<file path="src/rtl/pcileech_bar_arb_pkg.sv">
// Shared types and helpers for the BAR read-response arbiter.
// Holds the response beat layout and the round-robin pick function.
package pcileech_bar_arb_pkg;

  localparam int CTX_W   = 88;
  localparam int DATA_W  = 32;
  localparam int MAX_SRC = 8;
  localparam int IDX_W   = 3;

  typedef struct packed {
    logic [CTX_W-1:0]  ctx;
    logic [DATA_W-1:0] data;
  } bar_rsp_t;

  // Returns {found, winner}. The search starts at rr_last+1 and wraps modulo
  // num_src, so the source granted last is considered last.
  function automatic logic [IDX_W:0] rr_pick(
    input logic [MAX_SRC-1:0] nonempty,
    input logic [IDX_W-1:0]   rr_last,
    input logic [IDX_W:0]     num_src
  );
    logic             found;
    logic [IDX_W-1:0] win;
    logic [IDX_W:0]   cand;
    found = 1'b0;
    win   = '0;
    for (int k = 1; k <= MAX_SRC; k++) begin
      cand = {1'b0, rr_last} + (IDX_W+1)'(k);
      if (cand >= num_src) begin
        cand = cand - num_src;
      end else begin
        cand = cand;
      end
      if (!found && ((IDX_W+1)'(k) <= num_src) && nonempty[cand[IDX_W-1:0]]) begin
        found = 1'b1;
        win   = cand[IDX_W-1:0];
      end else begin
        found = found;
      end
    end
    return {found, win};
  endfunction

endpackage

</file>
<file path="src/rtl/pcileech_bar_rsp_fifo.sv">
// Single-clock synchronous FIFO of bar_rsp_t beats for one BAR source.
// A push into a full FIFO is accepted only when a pop happens in the same cycle.
module pcileech_bar_rsp_fifo
  import pcileech_bar_arb_pkg::*;
#(
  parameter int DEPTH = 4
) (
  input  logic                       clk,
  input  logic                       rst,
  input  logic                       push,
  input  bar_rsp_t                   din,
  input  logic                       pop,
  output bar_rsp_t                   dout,
  output logic                       full,
  output logic                       empty,
  output logic [$clog2(DEPTH):0]     count
);

  localparam int AW = $clog2(DEPTH);

  bar_rsp_t          mem_r [DEPTH];
  logic [AW-1:0]     wr_ptr_r;
  logic [AW-1:0]     rd_ptr_r;
  logic [AW:0]       count_r;
  logic              push_ok_s;
  logic              pop_ok_s;

  assign full      = (count_r == (AW+1)'(DEPTH));
  assign empty     = (count_r == '0);
  assign count     = count_r;
  assign dout      = mem_r[rd_ptr_r];
  assign pop_ok_s  = pop && !empty;
  assign push_ok_s = push && (!full || pop_ok_s);

  // Storage write; contents need no reset because empty entries are never read.
  always_ff @(posedge clk) begin
    if (push_ok_s) begin
      mem_r[wr_ptr_r] <= din;
    end
  end

  // Pointer and occupancy tracking; pointers wrap naturally at DEPTH.
  always_ff @(posedge clk) begin
    if (rst) begin
      wr_ptr_r <= '0;
      rd_ptr_r <= '0;
      count_r  <= '0;
    end else begin
      if (push_ok_s) begin
        wr_ptr_r <= wr_ptr_r + AW'(1);
      end
      if (pop_ok_s) begin
        rd_ptr_r <= rd_ptr_r + AW'(1);
      end
      count_r <= count_r + (AW+1)'(push_ok_s) - (AW+1)'(pop_ok_s);
    end
  end

endmodule

</file>
<file path="src/rtl/pcileech_bar_rsp_arbiter.sv">
// Merges NUM_SRC BAR read-response streams into one registered valid/ready
// completion stream. Each source is buffered in its own FIFO; FIFOs are
// drained round-robin. Optional macro PCILEECH_BAR_ARB_PRIO0_EN gives
// source 0 strict priority with round-robin among the remaining sources.
module pcileech_bar_rsp_arbiter
  import pcileech_bar_arb_pkg::*;
#(
  parameter int NUM_SRC    = 3,
  parameter int FIFO_DEPTH = 4
) (
  input  logic                      clk,
  input  logic                      rst,
  input  logic [NUM_SRC*CTX_W-1:0]  in_ctx,
  input  logic [NUM_SRC*DATA_W-1:0] in_data,
  input  logic [NUM_SRC-1:0]        in_valid,
  output logic [CTX_W-1:0]          out_ctx,
  output logic [DATA_W-1:0]         out_data,
  output logic                      out_valid,
  input  logic                      out_ready,
  output logic [NUM_SRC-1:0]        overflow,
  output logic                      busy
);

  localparam int CNT_W = $clog2(FIFO_DEPTH) + 1;

  bar_rsp_t             din_s   [NUM_SRC];
  bar_rsp_t             head_s  [NUM_SRC];
  logic [CNT_W-1:0]     count_s [NUM_SRC];
  logic [NUM_SRC-1:0]   full_s;
  logic [NUM_SRC-1:0]   empty_s;
  logic [NUM_SRC-1:0]   pop_s;
  logic [NUM_SRC-1:0]   drop_s;
  logic [NUM_SRC-1:0]   ne_next_s;
  logic [MAX_SRC-1:0]   ne_pad_s;
  logic [IDX_W:0]       pick_s;
  logic                 found_s;
  logic [IDX_W-1:0]     win_s;
  logic                 rr_upd_s;
  logic                 load_en_s;
  logic                 grant_s;
  logic                 out_valid_next_s;
  bar_rsp_t             sel_s;

  logic [CTX_W-1:0]     out_ctx_r;
  logic [DATA_W-1:0]    out_data_r;
  logic                 out_valid_r;
  logic [NUM_SRC-1:0]   overflow_r;
  logic                 busy_r;
  logic [IDX_W-1:0]     rr_last_r;

  for (genvar gi = 0; gi < NUM_SRC; gi++) begin : g_src
    assign din_s[gi] = '{ctx: in_ctx[gi*CTX_W +: CTX_W], data: in_data[gi*DATA_W +: DATA_W]};

    pcileech_bar_rsp_fifo #(
      .DEPTH (FIFO_DEPTH)
    ) u_fifo (
      .clk   (clk),
      .rst   (rst),
      .push  (in_valid[gi]),
      .din   (din_s[gi]),
      .pop   (pop_s[gi]),
      .dout  (head_s[gi]),
      .full  (full_s[gi]),
      .empty (empty_s[gi]),
      .count (count_s[gi])
    );
  end

  assign load_en_s = !out_valid_r || out_ready;
  assign found_s   = pick_s[IDX_W];
  assign win_s     = pick_s[IDX_W-1:0];
  assign grant_s   = load_en_s && found_s;

  // Winner selection among non-empty FIFOs.
  always_comb begin
    ne_pad_s = '0;
    ne_pad_s[NUM_SRC-1:0] = ~empty_s;
`ifdef PCILEECH_BAR_ARB_PRIO0_EN
    if (ne_pad_s[0]) begin
      pick_s   = {1'b1, IDX_W'(0)};
      rr_upd_s = 1'b0;
    end else begin
      pick_s   = rr_pick(ne_pad_s & ~MAX_SRC'(1), rr_last_r, (IDX_W+1)'(NUM_SRC));
      rr_upd_s = pick_s[IDX_W];
    end
`else
    pick_s   = rr_pick(ne_pad_s, rr_last_r, (IDX_W+1)'(NUM_SRC));
    rr_upd_s = pick_s[IDX_W];
`endif
  end

  // Per-source pop, drop detection, next-state occupancy and head mux.
  always_comb begin
    logic [CNT_W-1:0] cnt_next_v;
    logic             acc_v;
    cnt_next_v = '0;
    acc_v      = 1'b0;
    pop_s      = '0;
    drop_s     = '0;
    ne_next_s  = '0;
    sel_s      = '0;
    for (int i = 0; i < NUM_SRC; i++) begin
      pop_s[i]     = grant_s && (win_s == IDX_W'(i));
      acc_v        = in_valid[i] && (!full_s[i] || pop_s[i]);
      drop_s[i]    = in_valid[i] && full_s[i] && !pop_s[i];
      cnt_next_v   = count_s[i] + CNT_W'(acc_v) - CNT_W'(pop_s[i]);
      ne_next_s[i] = (cnt_next_v != '0);
      if (pop_s[i]) begin
        sel_s = head_s[i];
      end else begin
        sel_s = sel_s;
      end
    end
  end

  // Output valid follows the grant whenever the output register may load.
  always_comb begin
    if (load_en_s) begin
      out_valid_next_s = found_s;
    end else begin
      out_valid_next_s = out_valid_r;
    end
  end

  // Output register, round-robin pointer, sticky overflow and busy.
  always_ff @(posedge clk) begin
    if (rst) begin
      out_ctx_r   <= '0;
      out_data_r  <= '0;
      out_valid_r <= 1'b0;
      overflow_r  <= '0;
      busy_r      <= 1'b0;
      rr_last_r   <= IDX_W'(NUM_SRC - 1);
    end else begin
      if (grant_s) begin
        out_ctx_r  <= sel_s.ctx;
        out_data_r <= sel_s.data;
      end
      if (grant_s && rr_upd_s) begin
        rr_last_r <= win_s;
      end
      out_valid_r <= out_valid_next_s;
      overflow_r  <= overflow_r | drop_s;
      busy_r      <= (|ne_next_s) || out_valid_next_s;
    end
  end

  assign out_ctx   = out_ctx_r;
  assign out_data  = out_data_r;
  assign out_valid = out_valid_r;
  assign overflow  = overflow_r;
  assign busy      = busy_r;

endmodule
</file>
<file path="config.mk">
export PLATFORM = sky130hd
export DESIGN_NAME = pcileech_bar_rsp_arbiter
export DESIGN_NICKNAME = d
export VERILOG_FILES = /design/src/rtl/pcileech_bar_arb_pkg.sv /design/src/rtl/pcileech_bar_rsp_fifo.sv /design/src/rtl/pcileech_bar_rsp_arbiter.sv
export SDC_FILE = /design/constraint.sdc
export NUM_CORES = 1
export LEC_CHECK = 0
export CAP_MARGIN = 20
export CORE_UTILIZATION = 60
export DETAILED_ROUTE_END_ITERATION = 8
export PLACE_DENSITY = 0.86
export SYNTH_ARGS = -nofsm -noshare
export SYNTH_HDL_FRONTEND = slang
export SYNTH_SLANG_ARGS = --single-unit
</file>
<file path="constraint.sdc">
create_clock -name clk -period 16.3 [get_ports clk]
set_input_delay 4.89 -clock clk [delete_from_list [all_inputs] [get_ports clk]]
set_output_delay 4.89 -clock clk [all_outputs]
set_load 0.02 [all_outputs]
</file>
### Yosys cells after proc, flatten, opt, wreduce, memory -nomap -nowiden

Memory sizes are Yosys's and may differ from the RTL's. A register that Yosys moved wholly into a read port is not among the register bits.
Cells that the tools add are included.

| operators by class | value |
|---|---|
| bitwise logic cells | 2 |
| multiplexer cells | 31 |
| add/sub/neg operators | 24 |
| reduce and logical (&&, ||, !) cells | 50 |
| $lt $le $gt $ge | 6 |
| equality and inequality tests | 5 |

Operators with widths:

| cell | number |
|---|---|
| $mux W120 | 3 |
| $logic_and A1 B1 Y1 | 22 |
| $add A3 B1 Y3 | 6 |
| $mux W3 | 6 |
| $sub A3 B1 Y3 | 6 |
| $mux W1 | 13 |
| $add A2 B1 Y2 const B | 6 |
| $ge A4 B2 Y1 const B | 3 |
| $logic_not A1 Y1 | 12 |
| $logic_not A3 Y1 | 4 |
| $lt A3 B4 Y1 const B | 3 |
| $mux W2 | 6 |
| $bmux W1 S3 | 3 |
| $eq A3 B3 Y1 const B | 3 |
| $reduce_bool A3 Y1 | 3 |
| $sub A3 B2 Y3 const B | 3 |
| $add A3 B2 Y4 const B | 2 |
| $logic_or A1 B1 Y1 | 8 |
| $add A3 B1 Y4 const B | 1 |
| $eq A3 B1 Y1 const B | 1 |
| $eq A3 B2 Y1 const B | 1 |
| $not A3 Y3 | 1 |
| $or A3 B3 Y3 | 1 |
| $reduce_or A3 Y1 | 1 |

| storage, ports and cells | value |
|---|---|
| flip-flop bits (word level) | 149 |
| bits in writable memories | 1,440 |
| memories kept | 3 |
| bits of input ports | 366 |
| word-level logic and storage cells | 136 |
| output and inout bits | 125 |

Memories:

| name | depth | bits a word | rd ports | clocked after Yosys merged registers in | wr ports | line | text |
|---|---|---|---|---|---|---|---|
| g_src[0].u_fifo.mem_r | 4 | 120 | 1 | 1 | 1 | pcileech_bar_rsp_fifo.sv:21 | `bar_rsp_t mem_r [DEPTH];` |
| g_src[1].u_fifo.mem_r | 4 | 120 | 1 | 1 | 1 | pcileech_bar_rsp_fifo.sv:21 |  |
| g_src[2].u_fifo.mem_r | 4 | 120 | 1 | 1 | 1 | pcileech_bar_rsp_fifo.sv:21 |  |

### Longest topological paths before layout

| logic depth | value |
|---|---|
| depth after elaboration | 21 |
| gate-level depth with buffers | 21 |
| mapped depth without buffers | 17 |

### Modules after synthesis

From an unflattened synthesis, not the netlist that was laid out.

| second synthesis, totals | value |
|---|---|
| cell total of the unflattened synthesis | 2,850 |
| area total of the unflattened synthesis | 61,073.6 µm² |

By module, submodules not included:

| module | area each (µm²) | cells each | instances | sequential area each (µm²) |
|---|---|---|---|---|
| pcileech_bar_rsp_fifo | 17,779.6 | 673 | 3 | 14,594.0 |
| pcileech_bar_rsp_arbiter | 7,734.9 | 831 | 1 | 2,562.5 |

### Least setup slack after synthesis

OpenSTA, ideal clock, no wires.

| path | value |
|---|---|
| kind | input to register |
| start | in out_ready |
| end | mem g_src[0].u_fifo.mem_r[0][0] (netlist bit), enable pin |
| data arrival time | 8,721 ps |
| setup time | 493 ps |
| slack | 7,086 ps |
| stages on the path | 6 |
| path buffers | 0 |
| cell sequence | nand2b_1 > nand3_1 > o221a_2 > o21bai_1 > a31oi_4 > and2_1 |

| on the way | value |
|---|---|
| word-level cells in the longest chain between the ends | 8 |

RTL lines:

| element | line | text |
|---|---|---|
| start: declaration | pcileech_bar_rsp_arbiter.sv:19 | `input logic out_ready,` |
| $logic_or A1 B1 Y1 | pcileech_bar_rsp_arbiter.sv:69 | `assign load_en_s = !out_valid_r \|\| out_ready;` |
| $logic_and A1 B1 Y1 | pcileech_bar_rsp_arbiter.sv:72 | `assign grant_s = load_en_s && found_s;` |
| $logic_and A1 B1 Y1 | pcileech_bar_rsp_arbiter.sv:103 | `pop_s[i] = grant_s && (win_s == IDX_W'(i));` |
| $logic_and A1 B1 Y1 | pcileech_bar_rsp_fifo.sv:32 | `assign pop_ok_s = pop && !empty;` |
| $logic_or A1 B1 Y1 | pcileech_bar_rsp_fifo.sv:33 | `assign push_ok_s = push && (!full \|\| pop_ok_s);` |
| $logic_and A1 B1 Y1 | pcileech_bar_rsp_fifo.sv:33 |  |
| $mux W1 | pcileech_bar_rsp_fifo.sv:37 | `if (push_ok_s) begin` |
| $mux W1 (implied by the code) | pcileech_bar_rsp_fifo.sv:38 | `mem_r[wr_ptr_r] <= din;` |
| end: declaration | pcileech_bar_rsp_fifo.sv:21 |  |

No other way between the ends.

### Final worst setup path

| path | value |
|---|---|
| start | in out_ready |
| end | reg g_src[2].u_fifo.count_r[2] |

| on the way | value |
|---|---|
| word-level cells in the longest chain between the ends | 8 |

RTL lines:

| element | line | text |
|---|---|---|
| $logic_or A1 B1 Y1 (*) | pcileech_bar_rsp_arbiter.sv:69 |  |
| $logic_and A1 B1 Y1 (*) | pcileech_bar_rsp_arbiter.sv:72 |  |
| $logic_and A1 B1 Y1 (*) | pcileech_bar_rsp_arbiter.sv:103 |  |
| $logic_and A1 B1 Y1 (*) | pcileech_bar_rsp_fifo.sv:32 |  |
| $logic_or A1 B1 Y1 | pcileech_bar_rsp_fifo.sv:33 |  |
| $logic_and A1 B1 Y1 | pcileech_bar_rsp_fifo.sv:33 |  |
| $add A3 B1 Y3 | pcileech_bar_rsp_fifo.sv:55 | `count_r <= count_r + (AW+1)'(push_ok_s) - (AW+1)'(pop_ok_s);` |
| $sub A3 B1 Y3 (*) | pcileech_bar_rsp_fifo.sv:55 |  |
| end signal: assignment | pcileech_bar_rsp_fifo.sv:55 |  |
| end: declaration | pcileech_bar_rsp_fifo.sv:24 | `logic [AW:0] count_r;` |

Mark *: on every way between the ends. The rest lies on a longest branch, timed or not.
A chain may end at the register's enable or synchronous reset.

==> results.yml <==
drt:
  met3_wirelength_um: 15600
  met1Wirelength_um: 55100
  antenna_left: 0
  first_iter_violations: 3663
  wl_met2_um: 76100
  first_pass_iters: 5
  wl_per_cell_um: 30.1
  drt_wl_total_um: 151000
  via_count: 32100
  route.detailed.drc: 0
  highest_layer: "met5"
  vias_per_cell: 6.40
clock_network:
  cts.sinks: 1595
  cts_tree: "built"
  cts-resized-gates: 0
  numCtsBuffers: 157
  cts_setup_buffers: 0
  cts_root_buf: "clkbuf_16"
  ctsHoldBuffers: 0
  clk_pin_slew_ns: 0.07
  htreeDepth: 4
  cts_buffer_depth: 3
  clk_latency_ns: 0.78
global_route:
  grt_max_degree: 100
  overflow: 0
  grt_pass1_wl_um: 220000
  antenna_found_initial: 42
  grt_pass1_vias: 33500
  track_usage: 0.296
sta:
  tns_ns: 0
  tightest_slew_ns: 1.12
  hold_viol: 0
  layout_setup_ws_ns: 7.45
  final.min_clock_period_ns: 8.85
  rsz0062_at_grt: "no"
  finalCritPeriodShare: 0.543
  finalClockSkew_ns: 0.0337
  setup_violations: 0
  fmax_ghz: 0.113
  max_slew_margin: 0.257
  drv_slew: 0
  whs_ns: 0.464
yosys:
  yosysSeqAreaShare: 0.752
  synth_flop_cell: "edfxtp_1"
  synth-async-reset-ratio: 0
  syn-instance-count: 2991
  yosysWarnings: 0
  ys_ff_latch: 1595
  avgSynthCellArea_sq_um: 20.6
  synth_edf_count: 1440
  synth_cell_types: 70
  mappedNetlistArea_sq_um: 61600
  syn_nets: 3395
final_layout:
  syn_to_final_growth_pct: 18.5
  drive_gt1_frac: 0.223
  layout.nets: 3906
  finalCoreUtilization: 0.717
  fillCellCount: 5829
critical_path:
  required_ns: 16.89
  crit_arrival_ns: 9.44
  crit_fanout: 85
  rr_startpoint: "rr_last_r[0]"
  cp-startpoint: "out_ready"
  crit_top_cell: "ha_1"
  end_kind: "register"
  cp_slowest_cell: "or3_4"
  worstSetupPathType: "in -> reg"
  critPathLaunchType: "input port"
  worstPathCellList: "clkdlybuf4s50_1, nand2b_1, o21ai_4, buf_4, or3_4, inv_6, ha_1, inv_1, ha_1, fa_1, xor2_1, nor2_1"
  worst_path_largest_cell_delay_ns: 0.96
floorplanning:
  die_x_um: 322
  initial_core_util: 0.606
  core_area_sq_um: 102000
  die_y_um: 322
  ioPinCount: 491
  dieArea_sq_um: 104000
  rows: 117
pwr:
  swShare: 0.351
  clock_power_share: 0.255
  p_seq_frac: 0.396
  net-switching-power_uw: 4870
  power_per_cell_area_nw_per_um2: 190
  power_frac_comb: 0.349
  intPower_uw: 9010
  power.static_leakage_uw: 0.0228
  ir_drop_mv: 0.220
hold_path:
  holdCritPathClass: "reg -> reg"
  hp-start: "overflow[0]"
outcome:
  status: "completed"
placement:
  post-dp-hpwl_um: 90800
  routabilityCongestion: 0.810
  port_buffers: 490
  preCtsSetupSlack_ns: 6.66
run:
  drv_cap: 0
-- worst max-delay path: cells and delay by family --
family / cells / cell delay, ns
xor+xnor: 1 / 0.16
fa+ha+maj: 3 / 1.12
simple gates: 3 / 1.31
buf+inv: 4 / 1.79
compound gates: 1 / 0.11
-- power by group through the flow --
stage	clock, uW	combinational (uW)	sequential, uW
2_1_floorplan	0	3240	5590
3_3_place_gp	0	4630	5530
3_5_place_dp	0	4780	5560
4_1_cts	3580	4850	5500
5_1_grt	3730	5150	5550
6_report	3550	4840	5500
-- synth_stat cells, types with 41 or more instances --
master	n	area (sq um)
a311oi_2	70	1050
a22oi_1	45	338
mux2i_1	47	470
dfxtp_1	155	3100
nor2b_1	80	500
edfxtp_1	1440	43200
nor2_1	100	375
nor3b_1	73	548
inv_1	41	154
o22ai_1	45	282
o21ai_0	70	350
clkbuf_1	133	499
nand2_2	70	438
mux4_2	360	8110
-- layout by cell type (no fill, tap or decap), types with 7 or more instances in the layout --
master | netlist | routed
nand2_2 | 70 | 70
nor2b_1 | 80 | 80
nand2_1 | 19 | 18
and2_4 | 0 | 8
a21oi_1 | 15 | 15
o21ai_0 | 70 | 69
clkbuf_16 | 0 | 160
nor3b_1 | 73 | 73
bufinv_16 | 0 | 8
o21ai_1 | 10 | 10
nor3_1 | 8 | 8
diode_2 | 0 | 22
a31oi_1 | 7 | 7
nand3_1 | 12 | 12
dfxtp_1 | 155 | 149
o22ai_1 | 45 | 45
buf_4 | 3 | 38
clkdlybuf4s50_1 | 0 | 489
clkinvlp_4 | 0 | 7
nor2_1 | 100 | 99
ha_1 | 32 | 32
xnor2_1 | 13 | 13
clkbuf_1 | 133 | 56
nand2b_1 | 8 | 8
a22oi_1 | 45 | 45
inv_1 | 41 | 41
a311oi_2 | 70 | 70
clkinv_1 | 1 | 12
clkbuf_8 | 0 | 16
edfxtp_1 | 1440 | 1440
mux4_2 | 360 | 360
clkinv_2 | 1 | 21
mux2i_1 | 47 | 47
-- flip-flops by register name, indices dropped and copies added (netlist names), named ones only --
name / cells
g_src.u_fifo.mem_r: 1440
out_data: 32
g_src.u_fifo.wr_ptr_r: 6
busy: 1
rr_last_r: 3
overflow: 3
g_src.u_fifo.count: 9
out_ctx: 88
out_valid: 1
g_src.u_fifo.rd_ptr_r: 6
-- cell families (layout without fill, tap and decap cells) --
logic type / count (synthesis) / after routing / synth area share
flops: 1595 / 1595 / 0.752
fa+ha+maj: 38 / 38 / 0.00845
simple gates: 405 / 405 / 0.0378
other cells: 0 / 22 / 0
buf+inv: 224 / 867 / 0.0166
xor+xnor: 21 / 21 / 0.00366
mux: 409 / 409 / 0.140
compound gates: 299 / 299 / 0.0417
-- cell type report --
| cell class | count | area (sq um) | area share |
|---|---|---|---|
| sequential | 1595 | 46400 | 0.635 |
| multi-input combinational | 1172 | 14300 | 0.196 |
| timing repair buffer | 532 | 5300 | 0.0726 |
| clock buffer | 231 | 4420 | 0.0606 |
| tap | 1368 | 1710 | 0.0235 |
| clock inverter | 60 | 624 | 0.00856 |
| inverter | 44 | 170 | 0.00233 |
| antenna | 22 | 55.1 | 0.000754 |
-- through the flow --
step                cells  total power, uW  cell area [sq um]
floorplan            2991             8830              61600
global placement     4707            10200              67800
detailed placement   4710            10300              67800
CTS                  5001            13900              72900
global route         5019            14400              73000
finish               5024            13900              73000
-- metal layers --
metal  global-route usage  vias to the layer above
met5                    0                        -
li1                     -                    13300
met3               0.0814                      291
met4                0.102                       44
met2                0.483                     1808
met1                0.386                    16700
-- final timing paths --
path	to	slack (ns)	cells past startpoint
worst min-delay path	overflow[0]	0.46	2
worst min register to register	overflow[0]	0.46	2
worst max register to register	g_src[2].u_fifo.count[2]	9.35	15
worst max-delay path	g_src[2].u_fifo.count[2]	7.45	12
(Power assumes the default switching activity.)
